File: src/rtl/sram_arb_pkg.sv
// Shared definitions for the data-SRAM arbiter.
//   arb_state_t      : arbiter FSM states (free arbitration, port 0 locked, port 1 locked)
//   ADDR_W           : SRAM address width for the default RF_addressBits
//   addr_width()     : address width as a function of RF_addressBits
//   CPU_PORT/LDR_PORT: port indices (CPU load/store path, test/loader master)
package sram_arb_pkg;

  typedef enum logic [1:0] {
    IDLE  = 2'd0,
    LOCK0 = 2'd1,
    LOCK1 = 2'd2
  } arb_state_t;

  localparam int RF_ADDRESS_BITS = 3;
  localparam int ADDR_W          = 2 ** RF_ADDRESS_BITS;

  localparam logic CPU_PORT = 1'b0;
  localparam logic LDR_PORT = 1'b1;

  function automatic int addr_width(input int rf_address_bits);
    return 2 ** rf_address_bits;
  endfunction

endpackage

File: src/rtl/sram_arb_rdret.sv
// One-stage read-return path: remembers which port issued the read granted
// in the previous cycle and steers the synchronous SRAM read data to it.
//   clk, rst           : clock, asynchronous active-high reset
//   rd_issue, rd_port  : a read is granted this cycle, and to which port
//   sram_data          : SRAM read data (valid the cycle after the read)
//   rvalid0/1, rdata0/1: per-port read return; rdata is 0 when rvalid is low
module sram_arb_rdret
  import sram_arb_pkg::*;
#(
  parameter int N = 8
) (
  input  logic         clk,
  input  logic         rst,
  input  logic         rd_issue,
  input  logic         rd_port,
  input  logic [N-1:0] sram_data,
  output logic         rvalid0,
  output logic         rvalid1,
  output logic [N-1:0] rdata0,
  output logic [N-1:0] rdata1
);

  logic rd_pend_q, rd_pend_d;
  logic rd_port_q, rd_port_d;

  always_comb begin
    rd_pend_d = rd_issue;
    rd_port_d = rd_issue ? rd_port : rd_port_q;
  end

  // Reset drops any read in flight so no stale rvalid appears afterwards.
  always_ff @(posedge clk or posedge rst) begin
    if (rst) begin
      rd_pend_q <= 1'b0;
      rd_port_q <= CPU_PORT;
    end else begin
      rd_pend_q <= rd_pend_d;
      rd_port_q <= rd_port_d;
    end
  end

  always_comb begin
    rvalid0 = rd_pend_q && (rd_port_q == CPU_PORT);
    rvalid1 = rd_pend_q && (rd_port_q == LDR_PORT);
    rdata0  = rvalid0 ? sram_data : '0;
    rdata1  = rvalid1 ? sram_data : '0;
  end

endmodule

File: src/rtl/sram_arbiter.sv
// Two-port arbiter in front of the single-port data SRAM.
// Port 0 is the CPU load/store path, port 1 the test/loader master.
// Round-robin arbitration with an optional bounded lock (MAX_LOCK grants
// while the other port waits), combinational grant, one-cycle read return.
//   clk, rst                 : clock, asynchronous active-high reset
//   req/we/lock/addr/wdata 0,1 : per-port request
//   gnt0/1                   : access issued to the SRAM this cycle
//   rvalid0/1, rdata0/1      : read return, one cycle after the read grant
//   SRAM_*                   : SRAM pins
module sram_arbiter
  import sram_arb_pkg::*;
#(
  parameter  int N              = 8,
  parameter  int RF_addressBits = 3,
  parameter  int MAX_LOCK       = 4,
  localparam int AW             = addr_width(RF_addressBits)
) (
  input  logic          clk,
  input  logic          rst,
  input  logic          req0,
  input  logic          req1,
  input  logic          we0,
  input  logic          we1,
  input  logic          lock0,
  input  logic          lock1,
  input  logic [AW-1:0] addr0,
  input  logic [AW-1:0] addr1,
  input  logic [N-1:0]  wdata0,
  input  logic [N-1:0]  wdata1,
  output logic          gnt0,
  output logic          gnt1,
  output logic          rvalid0,
  output logic          rvalid1,
  output logic [N-1:0]  rdata0,
  output logic [N-1:0]  rdata1,
  output logic          SRAM_readEnable,
  output logic          SRAM_writeEnable,
  output logic [AW-1:0] SRAM_address,
  output logic [N-1:0]  SRAM_data_in,
  input  logic [N-1:0]  SRAM_data
);

  localparam logic [3:0] MAX_CNT = 4'(MAX_LOCK);

  arb_state_t state_q, state_d;
  logic       last_q, last_d;
  logic [3:0] lock_cnt_q, lock_cnt_d;

  logic gnt_any;    // some port wins this cycle
  logic gnt_v;      // grant, suppressed while reset is asserted
  logic win;        // winning port index
  logic owner;      // port holding the lock (when locked)
  logic in_lock;    // locked and the owner is still requesting
  logic other_req;  // the non-owner is waiting
  logic cont;       // grant continues an existing lock
  logic win_lock;
  logic win_we;

  always_comb begin
    gnt_any    = 1'b0;
    win        = CPU_PORT;
    cont       = 1'b0;
    win_lock   = 1'b0;
    state_d    = state_q;
    last_d     = last_q;
    lock_cnt_d = lock_cnt_q;
    owner      = (state_q == LOCK1) ? LDR_PORT : CPU_PORT;
    other_req  = (owner == LDR_PORT) ? req0 : req1;
    in_lock    = (state_q != IDLE) && ((owner == LDR_PORT) ? req1 : req0);

    if (in_lock) begin
      if (other_req && (lock_cnt_q == MAX_CNT)) begin
        // Lock budget spent: idle one cycle and hand the tie to the waiter.
        state_d    = IDLE;
        last_d     = owner;
        lock_cnt_d = '0;
      end else begin
        gnt_any = 1'b1;
        win     = owner;
        cont    = 1'b1;
      end
    end else begin
      // Free arbitration; also covers a lock whose owner has let go.
      state_d    = IDLE;
      lock_cnt_d = '0;
      if (req0 && req1) begin
        gnt_any = 1'b1;
        win     = ~last_q;
      end else if (req0) begin
        gnt_any = 1'b1;
        win     = CPU_PORT;
      end else if (req1) begin
        gnt_any = 1'b1;
        win     = LDR_PORT;
      end
    end

    if (gnt_any) begin
      last_d   = win;
      win_lock = (win == LDR_PORT) ? lock1 : lock0;
      if (!win_lock) begin
        state_d    = IDLE;
        lock_cnt_d = '0;
      end else begin
        state_d = (win == LDR_PORT) ? LOCK1 : LOCK0;
        if (!cont)
          lock_cnt_d = 4'd1;
        else if (other_req)
          lock_cnt_d = (lock_cnt_q == MAX_CNT) ? MAX_CNT : lock_cnt_q + 4'd1;
        else
          lock_cnt_d = '0;
      end
    end
  end

  always_ff @(posedge clk or posedge rst) begin
    if (rst) begin
      state_q    <= IDLE;
      last_q     <= LDR_PORT;
      lock_cnt_q <= '0;
    end else begin
      state_q    <= state_d;
      last_q     <= last_d;
      lock_cnt_q <= lock_cnt_d;
    end
  end

  // Grant and SRAM pins are combinational from the winner; held quiet in reset.
  always_comb begin
    gnt_v            = gnt_any && !rst;
    win_we           = (win == LDR_PORT) ? we1 : we0;
    gnt0             = gnt_v && (win == CPU_PORT);
    gnt1             = gnt_v && (win == LDR_PORT);
    SRAM_readEnable  = gnt_v && !win_we;
    SRAM_writeEnable = gnt_v && win_we;
    SRAM_address     = '0;
    SRAM_data_in     = '0;
    if (gnt_v) begin
      SRAM_address = (win == LDR_PORT) ? addr1 : addr0;
      SRAM_data_in = (win == LDR_PORT) ? wdata1 : wdata0;
    end
  end

  sram_arb_rdret #(.N(N)) u_rdret (
    .clk       (clk),
    .rst       (rst),
    .rd_issue  (SRAM_readEnable),
    .rd_port   (win),
    .sram_data (SRAM_data),
    .rvalid0   (rvalid0),
    .rvalid1   (rvalid1),
    .rdata0    (rdata0),
    .rdata1    (rdata1)
  );

endmodule
File: config.mk
export PLATFORM = sky130hd
export DESIGN_NAME = sram_arbiter
export DESIGN_NICKNAME = d
export VERILOG_FILES = /design/src/rtl/sram_arb_pkg.sv /design/src/rtl/sram_arb_rdret.sv /design/src/rtl/sram_arbiter.sv
export SDC_FILE = /design/constraint.sdc
export NUM_CORES = 1
export LEC_CHECK = 0
export CAP_MARGIN = 20
export CORE_ASPECT_RATIO = 0.8
export CORE_MARGIN = 5
export CORE_UTILIZATION = 31
export DETAILED_ROUTE_END_ITERATION = 12
export GPL_TIMING_DRIVEN = 1
export MAX_ROUTING_LAYER = met4
export PLACE_DENSITY = 0.87
export SYNTH_ARGS = -nofsm -noshare
export SYNTH_HDL_FRONTEND = slang
export SYNTH_SLANG_ARGS = --single-unit
File: constraint.sdc
create_clock -name clk -period 5.4 [get_ports clk]
set_input_delay 1.08 -clock clk [delete_from_list [all_inputs] [get_ports clk]]
set_output_delay 1.08 -clock clk [all_outputs]
set_load 0.02 [all_outputs]
# Word-level counts from Yosys, hierarchy flattened
# Index checks and enable logic that the tools add are counted.
# totals
reg_bits,9
inputBits,48
out_inout_bits,38
elab_cells,64
# op_classes
n_addsub,1
n_eq_ne,3
muxes,36
bitwise_logic,3
n_reduce_logical,16
# op_table
op,count
$mux 8,6
$mux 4,7
$mux 1,18
$logic_and 1x1->1,10
$mux 2,5
$reduce_bool 2->1,3
$add 4x1->4 const B,1
$eq 4x3->1 const B,1
$ne 3x2->1 const B,1
$not 1->1,3
$eq 2x2->1 const B,1
$logic_not 1->1,2
$reduce_and 2->1,1

# Longest topological paths before layout
# Gate-level depths: netlist of run 1.
# logic_depth
depth_word,9
depth_mapped,7
depth_no_buf,6

# By module
# A second synthesis of run 1 with hierarchy kept.
# hier_totals
hier_cells,90
area_unflattened_um2,863.3
# by_module_without_submodules
mod,instances,cells_each,area_per_inst_um2,seq_area_each_um2
sram_arbiter,1,66,640.6,176.4
sram_arb_rdret,1,24,222.7,50.0

# Worst setup path before layout of run 1
# Ideal clock, no wire load.
# synth_path
path_kind,input port to output port
start,input port req1
end,output port SRAM_writeEnable
t_arrival_ns,2.305
required_ns,4.320
setup_slack_ns,2.015
cell_stages,4
path_buffers,0
path_cell_list,or4b_4 o221a_4 mux2i_1 nor3_1
# synth_between
elab_chain_len,6
elab_cells_between_ends,17
classes_between,12 x mux; 5 x reduce/logical
# synth_lines
element,line_no,text
"start, declared",sram_arbiter.sv:21,"input logic req1,"
"$mux 1, on equally long branches","sram_arbiter.sv:92, sram_arbiter.sv:68",
$mux 1 / $logic_and 1x1->1 (equally long branches),"sram_arbiter.sv:89, sram_arbiter.sv:72",
"$mux 1, on equally long branches","sram_arbiter.sv:86, sram_arbiter.sv:72",
$mux 1,sram_arbiter.sv:71,if (in_lock) begin
$mux 1 / $logic_and 1x1->1 (equally long branches),"sram_arbiter.sv:131, sram_arbiter.sv:130",
$logic_and 1x1->1 *,sram_arbiter.sv:135,SRAM_writeEnable = gnt_v && win_we;
"end, declared",sram_arbiter.sv:37,"output logic SRAM_writeEnable,"
# Mark *: on every way between the ends. The rest lies on a longest branch, timed or not.

# Final worst setup path of run 1
# layout_path
start,input port rst
end,output port SRAM_address[5]
# layout_between
elab_chain_len,3
# layout_lines
element,line_no,text
"start, declared",sram_arbiter.sv:19,"input logic rst,"
$logic_not 1->1 (no source line),--,
$logic_and 1x1->1,sram_arbiter.sv:130,gnt_v = gnt_any && !rst;
$mux 8,sram_arbiter.sv:138,if (gnt_v) begin
"end, declared",sram_arbiter.sv:38,"output logic [AW-1:0] SRAM_address,"
# No other way between the ends.

==> summary.txt, run 1 <==
Run status
  – Status: finished clean

CTS
  – CTS tree: yes
  – Worst skew pair latency: between 0.2 and 0.3 ns
  – CTS H-tree depth: 1
  – PostCTS Resize Cnt: 0
  – Cts-stage hold buffer count: 0
  – Setup Fix Bufs, Post-CTS: 0
  – Root Driver: clkbuf_4
  – TritonCTS Sinks: 9
  – Clk slew on worst S/H paths: about 0.05 ns
  – CTS Buf Count: 3
  – CTS Buffer Depth: 2

Layout
  – Area grow syn2layout: 104%
  – Ant. Diodes: 0
  – Fin nets: ~230
  – Layout cell share with drive strength beyond 1: 0.0857
  – Fin area: ~1800 um^2

Min path
  – Worst hold-check path type: reg -> reg

Global routing
  – Largest net degree at the start of global routing: 18
  – GRT met1 Usage: 0.213
  – Number of global-route vias before repair: 998
  – Met2 Usage GRT: 0.312
  – Tot GR Track Use: 0.182
  – Met3 GRT Util: 0.0472
  – First-pass GRT wire length: about 5200 um
  – GRT Residual Overflow: 0
  – GR peak layer: met2
  – Initial antenna violation count: 0

Timing
  – Worst Tran Pin Value: roughly 0.67 ns
  – Setup repair after global routing missed its margin: false
  – Fmax: between 200 and 250 MHz
  – Worst rel slew slack: 0.554
  – Final min period: 4.65 ns
  – Period utilization: 0.860
  – Setup Viol. Count Final: 0
  – Final Hold Viols: 0
  – Clock Skew: approximately 0.00042 ns
  – Slew Viols, Final: 0
  – Post-Route Setup TNS: 0 ns

Route
  – Via density: roughly 5
  – Final wirelength: about 3600 um
  – Via count: between 1000 and 1500
  – # DRC: 0
  – ANT nets after route: 0
  – Detailed-route wire length per cell: 16.7 um
  – 1st-iter DRT viols: 76
  – TritonRoute pass-1 iters: 4

Die
  – Die ar.: approximately 3900 um^2
  – Row count: 17
  – Die Y: roughly 57 um
  – Starting density of the core: 0.318
  – # IOs: 86
  – CORE AREA: roughly 2700 um^2
  – DIE WIDTH: 68.8 um

Critical path
  – Critical path required time: between 4 and 5 ns
  – Crit-path max FO: 17
  – Worst flop-to-flop path startpoint: lock_cnt_q[0]$_DFFE_PP0P_
  – R2R cell count: 6
  – R2R setup slack: 3.50 ns
  – Crit path capture: SRAM_address[5]
  – Crit path arrival time: 3.57 ns
  – CP Launch Type: input port
  – First element of the critical path: rst
  – Worst r2r dst: u_rdret.rd_port_q$_DFFE_PP0P_
  – Critical Setup Path Class: in -> out
  – Crit path capture type: primary output

Logic synthesis
  – Mean Syn Cell Area: roughly 9.5 um^2
  – Yosys warnings: 0
  – Syn nets: 140
  – Ranking of synthesized cells by area: dfrtp_1, a22o_1, and2_1
  – Synth top cells by count: a22o_1, and2_1, and3_1, dfrtp_1, inv_1
  – Area leader, netlist: dfrtp_1
  – Most common cell in the netlist: a22o_1
  – Synthesized area: between 800 and 900 um^2
  – Yosys top cell area share: 0.233
  – Post-synth top flop: dfrtp_1
  – Post-synth EDFFs: 0
  – Seq cells post-synth: 9
  – Sequential area share after synthesis: 0.264
  – Netlist cell types: 35
  – Cells after Synth: 90
  – Async S/R FF share, synth: 1.00

Pwr
  – P per Cell Area: 166 nW/um^2
  – Max VDD drop: 0.000144 V
  – Static Leakage: roughly 0.73 nW

Placed design
  – DP HPWL: 3130 um
  – Input/output buffers: 85
  – Post-DP Area: about 1700 um^2
  – GP Congestion: 0.824

Flow run
  – Maxcap violations: 0
## per-layer routing
metal | up-vias | wire length (um)
li1 | 512 | -
met1 | 492 | 1370
met2 | 44 | 1810
met3 | 2 | 375
met4 | 0 | 12
met5 | - | 0
## stage by stage
step	total power [mW]	utilization	hold slack, ns	setup WS, ns	std cells
finish	0.291	0.649	0.557	0.755	213
detailed placement	0.243	0.639	0.547	0.731	209
CTS	0.295	0.649	0.560	0.719	213
global placement	0.239	0.639	0.538	0.792	209
global route	0.310	0.649	0.604	0.518	213
floorplan	0.159	-	0.514	2.01	90
## area by class of cell
class	count	area, um^2
Fill cell	224	948
Timing Repair Buffer	85	851
Multi-Input combinational cell	71	579
Sequential cell	9	226
Tap cell	38	47.5
Clock buffer	4	26.3
Inverter	6	22.5
## cells by family after synthesis
family                     count (synthesis)  share of synthesized area
and+or+nand+nor                           37                      0.303
adders and majority gates                  2                     0.0291
xor gates and xnor gates                   2                     0.0204
DFF                                        9                      0.264
AOI/OAI and AO/OA                         28                      0.299
buffers and inverters                     10                     0.0612
muxes                                      2                     0.0233
## worst min-delay path by stage
stage	from	to	slack, ns	cells past startpoint
after floorplan	state_q[0]$_DFFE_PP0P_	last_q$_DFFE_PP1P_	0.51	2
after global placement	state_q[0]$_DFFE_PP0P_	last_q$_DFFE_PP1P_	0.54	2
after detailed placement	last_q$_DFFE_PP1P_	last_q$_DFFE_PP1P_	0.55	2
after CTS	last_q$_DFFE_PP1P_	last_q$_DFFE_PP1P_	0.56	2
after global routing	state_q[0]$_DFFE_PP0P_	last_q$_DFFE_PP1P_	0.60	2
final	last_q$_DFFE_PP1P_	last_q$_DFFE_PP1P_	0.56	2
## flip-flops by register name (all words and copies together), names as in the netlist
name	cells
last_q	1
lock_cnt_q	4
state_q	2
u_rdret.rd_pend_q	1
u_rdret.rd_port_q	1
## critical path: stages
cell,delay [ns]
clkdlybuf4s50_1,0.52
inv_1,0.37
o21ai_4,0.13
nor2_2,0.54
a22o_1,0.29
clkdlybuf4s50_1,0.62
## placed cells by master (no fill, tap or decap), types with 2 or more instances in the layout
master,instances
and3_1,8
nand3_1,2
o21ai_0,2
and2_1,9
clkdlybuf4s50_1,85
a22o_1,15
mux2i_1,2
dfrtp_1,8
nand3b_1,2
ha_1,2
clkbuf_4,3
a21oi_1,3
a21o_1,2
nor3_1,4
nor2_1,2
inv_1,6
## report_power, final
group | switching, mW | internal, mW | total, mW
registers | 0.00864 | 0.0740 | 0.0826
clock network | 0.0218 | 0.0284 | 0.0502
logic | 0.0693 | 0.0890 | 0.158
(Power assumes the default switching activity.)
==> run 2, diff against run 1 <==
--- a/config.mk
+++ b/config.mk
@@ -13,6 +13,7 @@
 export GPL_TIMING_DRIVEN = 1
 export MAX_ROUTING_LAYER = met4
 export PLACE_DENSITY = 0.87
+export SLEW_MARGIN = 20
 export SYNTH_ARGS = -nofsm -noshare
 export SYNTH_HDL_FRONTEND = slang
 export SYNTH_SLANG_ARGS = --single-unit
==> results of run 2 <==
Final layout, timing and power as in run 1 (identical DEF).
==> RTL edit: new RTL, settings of run 2 <==
`N` is set to 8 in 2 places; all go to 7.
--- a/src/rtl/sram_arb_rdret.sv
+++ b/src/rtl/sram_arb_rdret.sv
@@ -7,7 +7,7 @@
 module sram_arb_rdret
   import sram_arb_pkg::*;
 #(
-  parameter int N = 8
+  parameter int N = 7
 ) (
   input  logic         clk,
   input  logic         rst,
--- a/src/rtl/sram_arbiter.sv
+++ b/src/rtl/sram_arbiter.sv
@@ -10,7 +10,7 @@
 module sram_arbiter
   import sram_arb_pkg::*;
 #(
-  parameter  int N              = 8,
+  parameter  int N              = 7,
   parameter  int RF_addressBits = 3,
   parameter  int MAX_LOCK       = 4,
   localparam int AW             = addr_width(RF_addressBits)
Ports: changed (6 resized); port bits go from 86 to 80. The function was not compared with the original's and may differ.
==> RTL edit against run 2 <==
  * Worst setup slack better by 59 ps
  * Final cell count increased by 12%
  * Synthesized area up 7.1%
  * Sequential cell count did not move
  * Final area grew 0.43%
  * Sequential power decreased by 2%
  * Power rose by 5.9%
  * Count of clock-buffer cells in the layout did not move
  * Via count is 9.8% higher
  * Wire length shrank 13%
  * First-iteration DRC count down 41%
  * Fmax up 1.3%
  * Clock power is 54% higher
  * Largest cell class unchanged
==> RTL edit: results (changes against run 2) <==
placed_design:
  portBuffers: 79  # -7.1%
  post_dp_cell_area_um2: 1720  # -0.65%
  gp_congestion: 0.841  # +2.1%
  place_hpwl_um: 2530  # -19%
yosys:
  synth_area_leaders: "dfrtp_1 (22%), a21oi_1 (10%), nand3_1 (8.7%)"
  syn-num-nets: 171  # +22%
  seq_area_frac_synth_pct: 24.6  # -1.8 points
  synth_cell_types: 34  # -2.9%
  async_reset_ff_share_pct: 100  # unchanged
  yosysWarningCount: 0  # unchanged
  synthTopCellsByCount: "a21oi_1 (19), nand2_1 (18), nand3_1 (16), and2_1 (9)"
  synth_flop_cell: "dfrtp_1"
sta:
  relSlewSlack_pct: 46.8  # -8.6 points
  finalClockSkew_ps: 1.82  # +1.40 ps
global_route:
  grt_use_met2_pct: 24.4  # -6.7 points
  grt_pass1_vias: 1073  # +7.5%
  met3_usage_pct: 5.12  # +0.40 points
  grt_util_met1_pct: 16.0  # -5.4 points
  grt_usage_pct: 14.4  # -3.7 points
  grt_pass1_wl_um: 4690  # -9.6%
  grt_max_degree: 20  # +2
routing:
  drt_iter0_drc: 45  # -41%
  vias: 1153  # +9.8%
  wl_met1_um: 1320  # -3.7%
  route.met3.wl_um: 310  # -17%
  wl_per_cell_um: 13.0  # -22%
  highest-signal-layer: "met4"
  wl_met2_um: 1430  # -21%
layout:
  reg.largest.list: "lock_cnt_q x4, state_q x2"
  drive_above_1_share_pct: 5.97  # -2.6 points
  fill_cells: 264  # +18%
  antenna_cells: 0  # unchanged
  nNetsFinal: 249  # +10%
setup_path:
  crit_arrival_ps: 3510  # -60 ps
  crit_fanout: 19  # +2
  path_delay_family: "buffers and inverters"
  max_stage_delay_ps: 630
clock_tree:
  clockBufferDepth: 2  # unchanged
  clk_latency_ps: 230  # -30 ps
  cts_setup_buffers: 0  # unchanged
  htreeDepth: 1  # unchanged
  ctsResizeCount: 0  # unchanged
  cts-root-buf: "clkbuf_8"
power:
  power_leakage_nw: 0.723  # -0.84%
  vdd_drop_max_mv: 0.0907  # -37%
status:
  status: "completed"
hold_path:
  hp-class: "reg2reg"
==> RTL edit: final timing paths <==
kind                            slack [ps]          start  cells past startpoint               to
worst min-delay path                   550         last_q                      2           last_q
worst min register to register         550         last_q                      2           last_q
worst max register to register        3270  lock_cnt_q[0]                      7    lock_cnt_q[0]
worst max-delay path                   810           req1                      6  SRAM_readEnable
min in group asynchronous             1160            rst                      2    lock_cnt_q[2]
max in group asynchronous             3920            rst                      2           last_q
==> RTL edit: kinds of logic (layout without fill, tap and decap cells) <==
group | Yosys count | after routing | share of synthesized area, %
multiplexers | 2 | 2 | 3.54
buffers and inverters | 14 | 91 | 8.71
XOR/XNOR | 2 | 2 | 1.91
AND/OR/NAND/NOR | 68 | 68 | 39.3
adder cells (fa/ha/maj) | 2 | 2 | 2.72
flip-flops | 9 | 9 | 24.6
AO/OA/AOI/OAI | 27 | 27 | 19.2
==> RTL edit: metrics by stage <==
step                setup WS [ps]  util (%)  cells
global placement              869      61.1    235
CTS                           817      62.7    239
floorplan                    2010         -    124
detailed placement            829      61.1    235
finish                        814      62.7    239
global route                  662      62.7    239
==> RTL edit: worst reg2reg max path: cells and delay by family (launching register included) <==
kind / cells / cell delay (ps)
fa+ha+maj: 1 / 160
compound gates: 1 / 440
buf+inv: 2 / 330
mux: 1 / 210
flops: 1 / 420
simple gates: 2 / 480
==> RTL edit: report_power, final <==
part / total (W) / switching [W] / internal [W]
Combinational: 0.000150 / 0.0000699 / 0.0000803
Sequential: 0.0000811 / 0.00000742 / 0.0000736
Clock: 0.0000771 / 0.0000258 / 0.0000514
Total: 0.000308 / 0.000103 / 0.000205
==> RTL edit: final cells by class <==
type	instances	share of cell area, %
repair buffers	81	45.8
clock buffers	4	2.56
inverters	6	1.28
multi-input cells	101	34.8
well taps	38	2.70
flip-flops and latches	9	12.9
